$ cat config.mk
export PLATFORM = sky130hd
export DESIGN_NAME = irq_controller
export DESIGN_NICKNAME = d
export VERILOG_FILES = /design/src/rtl/irq_controller_pkg.sv /design/src/rtl/irq_channel.sv /design/src/rtl/irq_controller.sv
export SDC_FILE = /design/constraint.sdc
export NUM_CORES = 1
export LEC_CHECK = 0
export BUFFER_PORTS_ARGS = -buffer_cell sky130_fd_sc_hd__buf_2
export CAP_MARGIN = 10
export CORE_ASPECT_RATIO = 1.4
export CORE_MARGIN = 10
export CORE_UTILIZATION = 40
export CTS_BUF_LIST = sky130_fd_sc_hd__clkbuf_8
export DETAILED_ROUTE_END_ITERATION = 10
export PLACE_DENSITY = 0.65
export SLEW_MARGIN = 20
export SYNTH_ARGS = -nofsm -noshare
export SYNTH_HDL_FRONTEND = slang
export SYNTH_SLANG_ARGS = --single-unit
export TNS_END_PERCENT = 1
$ cat constraint.sdc
create_clock -name clk -period 1.7 [get_ports clk]
set_input_delay 0 -clock clk [delete_from_list [all_inputs] [get_ports clk]]
set_output_delay 0 -clock clk [all_outputs]
set_load 0.02 [all_outputs]
$ cat src/rtl/irq_controller_pkg.sv
// Shared types and helpers for the PWM-subsystem interrupt controller.
// The default source count follows the PWM channel width when the build defines it.
`ifndef PWM_WIDTH
`define PWM_WIDTH 8
`endif

package irq_controller_pkg;

  typedef enum logic {IRQ_IDLE, IRQ_ACTIVE} irq_state_t;

  localparam int IRQ_N_SRC_DEFAULT = `PWM_WIDTH;

  // Widest source vector the priority encoder accepts; channels zero-extend into it.
  localparam int IRQ_MAX_SRC = 64;

  // Priority encoder: index of the lowest set bit, 0 when the vector is empty.
  function automatic int lowest_set(input logic [IRQ_MAX_SRC-1:0] vec);
    int idx;
    idx = 0;
    for (int i = IRQ_MAX_SRC - 1; i >= 0; i--) begin
      if (vec[i]) idx = i;
    end
    return idx;
  endfunction

endpackage

$ cat src/rtl/irq_channel.sv
// One output channel: sticky pending bits, edge-overflow flag, priority encode
// and the IDLE/ACTIVE request/acknowledge FSM.
module irq_channel
  import irq_controller_pkg::*;
#(
  parameter  int N_SRC = IRQ_N_SRC_DEFAULT,
  localparam int ID_W  = $clog2(N_SRC)
) (
  input  logic             clk,
  input  logic             reset,
  input  logic [N_SRC-1:0] evt_i,
  input  logic [N_SRC-1:0] edge_mode_i,
  input  logic [N_SRC-1:0] mask_i,
  input  logic             int_ack_i,
  input  logic             ovf_clr_i,
  output logic             irq_out_o,
  output logic [ID_W-1:0]  irq_id_o,
  output logic [N_SRC-1:0] pending_o,
  output logic             overflow_o
);

  irq_state_t             state_q;
  logic                   irq_out_q;
  logic [ID_W-1:0]        id_q;
  logic [ID_W-1:0]        lowest_id;
  logic [N_SRC-1:0]       pending_q, pending_d;
  logic [N_SRC-1:0]       set_vec, clr_vec;
  logic                   overflow_q, overflow_d;
  logic [IRQ_MAX_SRC-1:0] serviceable;

  // NOTE: every signal gets a default at the top of always_comb so no path
  // leaves it unassigned, which would otherwise infer a latch.
  always_comb begin
    serviceable              = '0;
    serviceable[N_SRC-1:0]   = pending_q & mask_i;
    lowest_id                = ID_W'(lowest_set(serviceable));

    clr_vec = '0;
    if (state_q == IRQ_ACTIVE && int_ack_i) clr_vec[id_q] = 1'b1;

    // A set in the same cycle as the clear wins, so the OR comes last.
    set_vec   = evt_i & mask_i;
    pending_d = (pending_q & ~clr_vec) | set_vec;

    overflow_d = overflow_q & ~ovf_clr_i;
    if (|(set_vec & edge_mode_i & pending_q & ~clr_vec)) overflow_d = 1'b1;
  end

  // NOTE: sequential state uses non-blocking assignments so every register
  // samples pre-edge values regardless of statement order.
  always_ff @(posedge clk) begin
    // NOTE: reset is synchronous; every register here is a flop, none is a RAM.
    if (!reset) begin
      state_q    <= IRQ_IDLE;
      irq_out_q  <= 1'b0;
      id_q       <= '0;
      pending_q  <= '0;
      overflow_q <= 1'b0;
    end else begin
      pending_q  <= pending_d;
      overflow_q <= overflow_d;
      case (state_q)
        IRQ_IDLE: begin
          if (|serviceable) begin
            id_q      <= lowest_id;
            irq_out_q <= 1'b1;
            state_q   <= IRQ_ACTIVE;
          end
        end
        IRQ_ACTIVE: begin
          if (int_ack_i) begin
            irq_out_q <= 1'b0;
            state_q   <= IRQ_IDLE;
          end
        end
        default: state_q <= IRQ_IDLE;
      endcase
    end
  end

  assign irq_out_o  = irq_out_q;
  assign irq_id_o   = id_q;
  assign pending_o  = pending_q;
  assign overflow_o = overflow_q;

endmodule

$ cat src/rtl/irq_controller.sv
// Multi-output interrupt controller: shared input sync/edge stage feeding
// N_OUT independent channels, each with its own mask row and ack handshake.
module irq_controller
  import irq_controller_pkg::*;
#(
  parameter  int N_SRC = IRQ_N_SRC_DEFAULT,
  parameter  int N_OUT = 2,
  localparam int ID_W  = $clog2(N_SRC)
) (
  input  logic                   clk,
  input  logic                   reset,
  input  logic [N_SRC-1:0]       irq_in,
  input  logic [N_SRC-1:0]       edge_mode,
  input  logic [N_OUT*N_SRC-1:0] mask,
  input  logic [N_OUT-1:0]       int_ack,
  input  logic [N_OUT-1:0]       ovf_clr,
  output logic [N_OUT-1:0]       irq_out,
  output logic [N_OUT*ID_W-1:0]  irq_id,
  output logic [N_OUT*N_SRC-1:0] pending,
  output logic [N_OUT-1:0]       overflow
);

  logic [N_SRC-1:0] in_q, in_qq, evt;

  // Clearing in_qq on reset makes a source held high through reset look like
  // one fresh rising edge once reset is released.
  always_ff @(posedge clk) begin
    if (!reset) begin
      in_q  <= '0;
      in_qq <= '0;
    end else begin
      in_q  <= irq_in;
      in_qq <= in_q;
    end
  end

  assign evt = (edge_mode & in_q & ~in_qq) | (~edge_mode & in_q);

  for (genvar j = 0; j < N_OUT; j++) begin : g_ch
    irq_channel #(.N_SRC(N_SRC)) u_ch (
      .clk         (clk),
      .reset       (reset),
      .evt_i       (evt),
      .edge_mode_i (edge_mode),
      .mask_i      (mask[j*N_SRC +: N_SRC]),
      .int_ack_i   (int_ack[j]),
      .ovf_clr_i   (ovf_clr[j]),
      .irq_out_o   (irq_out[j]),
      .irq_id_o    (irq_id[j*ID_W +: ID_W]),
      .pending_o   (pending[j*N_SRC +: N_SRC]),
      .overflow_o  (overflow[j])
    );
  end

endmodule

==> flow_summary.json, run 1 <==
{
  "dp_slack_ps": 120.5,
  "syn-num-nets": 277,
  "syn_area_sq_um": 2067,
  "num_vias": 2048,
  "cts_tree": "built",
  "route.detailed.drc": 0,
  "swShare": 0.2862,
  "async_flop_share": 0,
  "dr.pass1.iters": 4,
  "setup_viol": 0,
  "p_comb_frac": 0.187,
  "globalRoute.totalOverflow": 0,
  "core_area_sq_um": 4917,
  "dieArea_sq_um": 8484,
  "slew_headroom": 0.6927,
  "first_iter_violations": 89,
  "post_cts_buffers": 0,
  "cts_buffers": 5,
  "place_congestion": 0.8562,
  "place_area_sq_um": 2414,
  "drive_gt1_frac": 0.2446,
  "drv_slew": 0,
  "seq_power_share": 0.515,
  "fin_area_sq_um": 2716,
  "finalWorstSetupSlack_ps": 109.9,
  "fmax_mhz": 628.9,
  "ys_seq_area_frac": 0.4262,
  "internal_power_mw": 1.616,
  "die_height_um": 105.1,
  "synthCells": 239,
  "status": "complete, no violations",
  "hold_class": "in -> reg",
  "worst_pin_slew_ps": 456.8,
  "drv_cap": 0,
  "ys_types": 34,
  "r2r_slack_ps": 110,
  "hpwl_mm": 4.960,
  "max-vdd-ir-drop_v": 0.0005570,
  "grt_max_degree": 22,
  "synth_most_common_cell": "dfxtp_1",
  "ys.warnings.count": 0,
  "finalWirelength_mm": 6.173,
  "finalCritPeriodShare": 0.9353,
  "power_mw": 2.265,
  "nets": 360,
  "post-route-min-period_ps": 1590,
  "wl_per_cell_um": 15.95,
  "startpoint_type": "flop",
  "synthFlopType": "dfxtp_1",
  "num_antenna_cells": 0,
  "insertion_delay_ps": 290,
  "worst-setup-path-type": "reg -> reg",
  "leakage_nw": 1.143,
  "port-buffer-count": 63,
  "syn_to_final_growth_pct": 31.42,
  "cts-root-buf": "clkbuf_8",
  "hold_slack_ps": 0.4692,
  "first_global_vias": 2094,
  "htree_levels": 2,
  "synth_commonest_cells": "44 x dfxtp_1, 43 x nand2_1, 26 x a21boi_0, 16 x and2_1",
  "clock-sinks": 44,
  "synth.area.top_cells": "dfxtp_1 43%, a21boi_0 9.4%, nand2_1 7.8%, and2_1 4.8%, o2111ai_1 3.8%",
  "yosys.area.top_type": "dfxtp_1",
  "grt.total_usage": 0.1435,
  "start_util": 0.4204,
  "cp.arrival_ps": 1780,
  "final_core_util": 0.5524,
  "ios": 64,
  "crit_fanout": 7,
  "crit_path_end_kind": "flop",
  "synth_seq_cells": 44,
  "fin_skew_ps": 3.032,
  "post-place-cells": 358,
  "die_x_um": 80.76,
  "via_per_inst": 5.292,
  "synth_edf_count": 0,
  "switching_power_mw": 0.6482,
  "grt_antenna_before_repair": 0,
  "pwr-share-clk": 0.298,
  "avgSynthCellArea_sq_um": 8.648,
  "clockBufferDepth": 2,
  "pwr_density_cell_nw_per_um2": 833.7,
  "hold_violations": 0,
  "ant_nets": 0,
  "stdcell_count": 387,
  "netlist.area_leader.share": 0.4262,
  "rsz0062_at_grt": "no",
  "worstPathRequired_ps": 1890,
  "rows": 30,
  "fin_setup_tns_ps": 0,
  "clkTransAtPathRegs_ps": 80,
  "grt_first_pass_wirelength_mm": 9.818
}
final timing paths:
kind	start	end	cells past startpoint
worst max-delay path	g_ch[0].u_ch.state_q	g_ch[0].u_ch.overflow_o	5
worst min-delay path	mask[14]	g_ch[1].u_ch.pending_o[6]	3
worst max register to register	g_ch[0].u_ch.state_q	g_ch[0].u_ch.overflow_o	5
worst min register to register	in_q[5]	in_qq[5]	1
sequential cells by signal, indices dropped and copies added, names as in the netlist:
| name | flops |
|---|---|
| g_ch.u_ch.pending_o | 16 |
| g_ch.u_ch.irq_out_o | 2 |
| g_ch.u_ch.state_q | 2 |
| g_ch.u_ch.overflow_o | 2 |
| g_ch.u_ch.irq_id_o | 6 |
| in_qq | 8 |
| in_q | 8 |
placed cells by master, fill, tap and decap left out, drive strengths merged, types with 3 or more instances in the layout:
master        n
a22o          3
inv           4
a21boi       26
nand2        45
nand2b       10
o31ai         4
o2111ai       9
o21ai        12
clkbuf        6
a22oi         9
nor2         12
a32o          3
buf          67
dlygate4sd3  21
nor3b         4
nand3         3
and2         16
dfxtp        44
a21oi         8
kinds of logic (layout without fill, tap and decap cells):
logic type	Yosys count	in the layout	share of synthesized area
buf+inv	16	100	0.04540
simple gates	97	97	0.2312
compound gates	82	82	0.2972
flops	44	44	0.4261
power groups by stage:
stage                     logic, mW  registers [mW]  clock network (mW)
after floorplan               0.223            1.21                   0
after global placement        0.388            1.19                   0
after detailed placement      0.390            1.19                   0
after CTS                     0.429            1.17               0.694
after global routing          0.468            1.18               0.727
final                         0.425            1.17               0.674
critical path, stage by stage, from the launching register on:
cell	delay (ps)
dfxtp_1	440
nand2_4	70
or2_1	330
o2111ai_1	230
o221ai_1	130
o31a_1	280
final cells by class:
class,instances,area (sq um)
Sequential cell,44,880.8
Clock inverter,2,10.01
Fill cell,492,2201
Clock buffer,6,82.58
Inverter,4,15.01
Multi-Input combinational cell,179,1092
Timing Repair Buffer,88,555.5
Tap cell,64,80.08
layer usage:
metal,vias to the layer above,share of wire,global-route usage
met4,0,0.022,0.05335
met5,-,0,0
met3,12,0.071,0.04631
met1,953,0.38,0.1477
li1,1027,-,-
met2,56,0.52,0.2574
timing repair:
| action | in CTS | in global routing |
|---|---|---|
| endpoints found under the setup margin | 0 | 1 |
| hold buffers | 21 | 0 |
| resized for setup | 0 | 1 |
| hold endpoints to repair | 21 | 0 |
No activity file was read; power rests on OpenSTA's default activity.
==> run 2, diff against run 1 <==
BUFFER_PORTS_ARGS = unset   (was -buffer_cell sky130_fd_sc_hd__buf_2)
CORE_MARGIN = 8   (was 10)
DONT_BUFFER_PORTS = 1   (was unset)
PLACE_DENSITY = 0.54   (was 0.65)
==> run 2 against run 1 <==
  * The run now ends with negative hold slack left
  * Clock power is 0.6% lower
  * Combinational power down 12%
  * Wire length up 5.6%
  * Sequential cell count did not move
==> flow_summary.json, run 2 (synthesized netlist as in run 1, its figures left out) <==
{
  "drv_cap": 0,
  "dieArea_sq_um": 7756,
  "start_util": 0.4068,
  "drive_gt1_frac": 0.09441,
  "num_vias": 1966,
  "die_x_um": 76.76,
  "cpPeakStageDelay_ps": 390,
  "num_antenna_cells": 0,
  "clockBufferDepth": 2,
  "leakage_nw": 0.9879,
  "cp.arrival_ps": 1750,
  "grt_antenna_before_repair": 0,
  "power_mw": 2.230,
  "dr.pass1.iters": 4,
  "status": "finished with violations",
  "final_cell_mix": "44 x dfxtp_1, 43 x nand2_1, 34 x dlygate4sd3_1",
  "htree_levels": 2,
  "nets": 323,
  "hold_violations": 1,
  "cp_cell_sequence": "nand3_1 -> o31ai_1 -> or4_1 -> o2111ai_1 -> o41a_1",
  "hold_class": "in -> reg",
  "via_per_inst": 5.585,
  "clkTransAtPathRegs_ps": 80,
  "grt_first_pass_wirelength_mm": 10.45,
  "core_area_sq_um": 5081,
  "first_global_vias": 2010,
  "setup_viol": 0,
  "worst_path_max_delay_cell": "dfxtp_1",
  "rows": 31,
  "worst-setup-path-type": "reg -> reg",
  "post-route-min-period_ps": 1570,
  "largest_reg_flops": 16,
  "ios": 64,
  "max-vdd-ir-drop_v": 0.0006234,
  "grt.total_usage": 0.1697,
  "slew_headroom": 0.6936,
  "post_cts_buffers": 0,
  "port-buffer-count": 0,
  "startpoint_type": "flop",
  "dp_slack_ps": 145.8,
  "cts_tree": "built",
  "hold_slack_ps": -1.906,
  "insertion_delay_ps": 290,
  "route.detailed.drc": 0,
  "finalWorstSetupSlack_ps": 130.2,
  "crit_path_end_kind": "flop",
  "pwr_density_cell_nw_per_um2": 844.1,
  "wl_per_cell_um": 18.52,
  "worst_pin_slew_ps": 455.5,
  "finalCritPeriodShare": 0.9234,
  "cts_buffers": 5,
  "fin_setup_tns_ps": 0,
  "drv_slew": 0,
  "clock-sinks": 44,
  "rsz0062_at_grt": "no",
  "first_iter_violations": 75,
  "globalRoute.totalOverflow": 0,
  "finalWirelength_mm": 6.519,
  "fmax_mhz": 637.0,
  "final_common_cell": "dfxtp_1",
  "ant_nets": 0,
  "fin_skew_ps": 5.605,
  "syn_to_final_growth_pct": 27.78,
  "grt_max_degree": 44,
  "die_height_um": 101.1,
  "nFillCells": 507,
  "place_congestion": 0.9121,
  "cts-root-buf": "clkbuf_8",
  "crit_fanout": 5,
  "worstPathRequired_ps": 1880,
  "violations": "negative hold slack",
  "hpwl_mm": 4.689
}
run 2: worst max-delay path, delay by kind of cell (launching register included):
family	cells	cell delay [ps]
compound gates	3	730
simple gates	2	340
flops	1	390
run 2: per-stage QoR:
stage	cells	area (sq um)	util
floorplan	239	2067	-
global placement	309	2191	0.4312
detailed placement	309	2191	0.4312
CTS	352	2641	0.5198
global route	352	2641	0.5198
finish	352	2641	0.5198
run 2: cell type report:
cell class	instances	area, sq um	share of cell area
clock buffers	6	82.58	0.03126
well taps	66	82.58	0.03126
repair buffers	51	480.5	0.1819
clock inverters	2	7.507	0.002842
flip-flops and latches	44	880.8	0.3335
inverters	4	15.01	0.005685
multi-input cells	179	1092	0.4135
run 2: path summary, 6_finish.rpt:
path	from	to	slack, ps	cells after the start
setup reg to reg	g_ch[1].u_ch.irq_id_o[2]	g_ch[1].u_ch.overflow_o	130	5
hold / removal	edge_mode[6]	g_ch[1].u_ch.pending_o[6]	-2	3
setup / recovery	g_ch[1].u_ch.irq_id_o[2]	g_ch[1].u_ch.overflow_o	130	5
hold reg to reg	in_q[6]	in_qq[6]	480	1
run 2: what timing repair did:
action,in CTS,in global routing
endpoints found under the setup margin,0,1
endpoints found under the hold margin,44,0
hold buffers,35,0
resized for setup,0,1
run 2: layer usage:
metal	track usage	share of wire
met1	0.1888	0.40
met3	0.06339	0.083
met2	0.2885	0.50
met4	0.05944	0.020
met5	0	0
run 2: where the power goes:
group | internal [mW] | switching, mW | leakage (nW)
clock network | 0.320 | 0.350 | 0.0538
registers | 1.10 | 0.0872 | 0.362
logic | 0.186 | 0.189 | 0.572
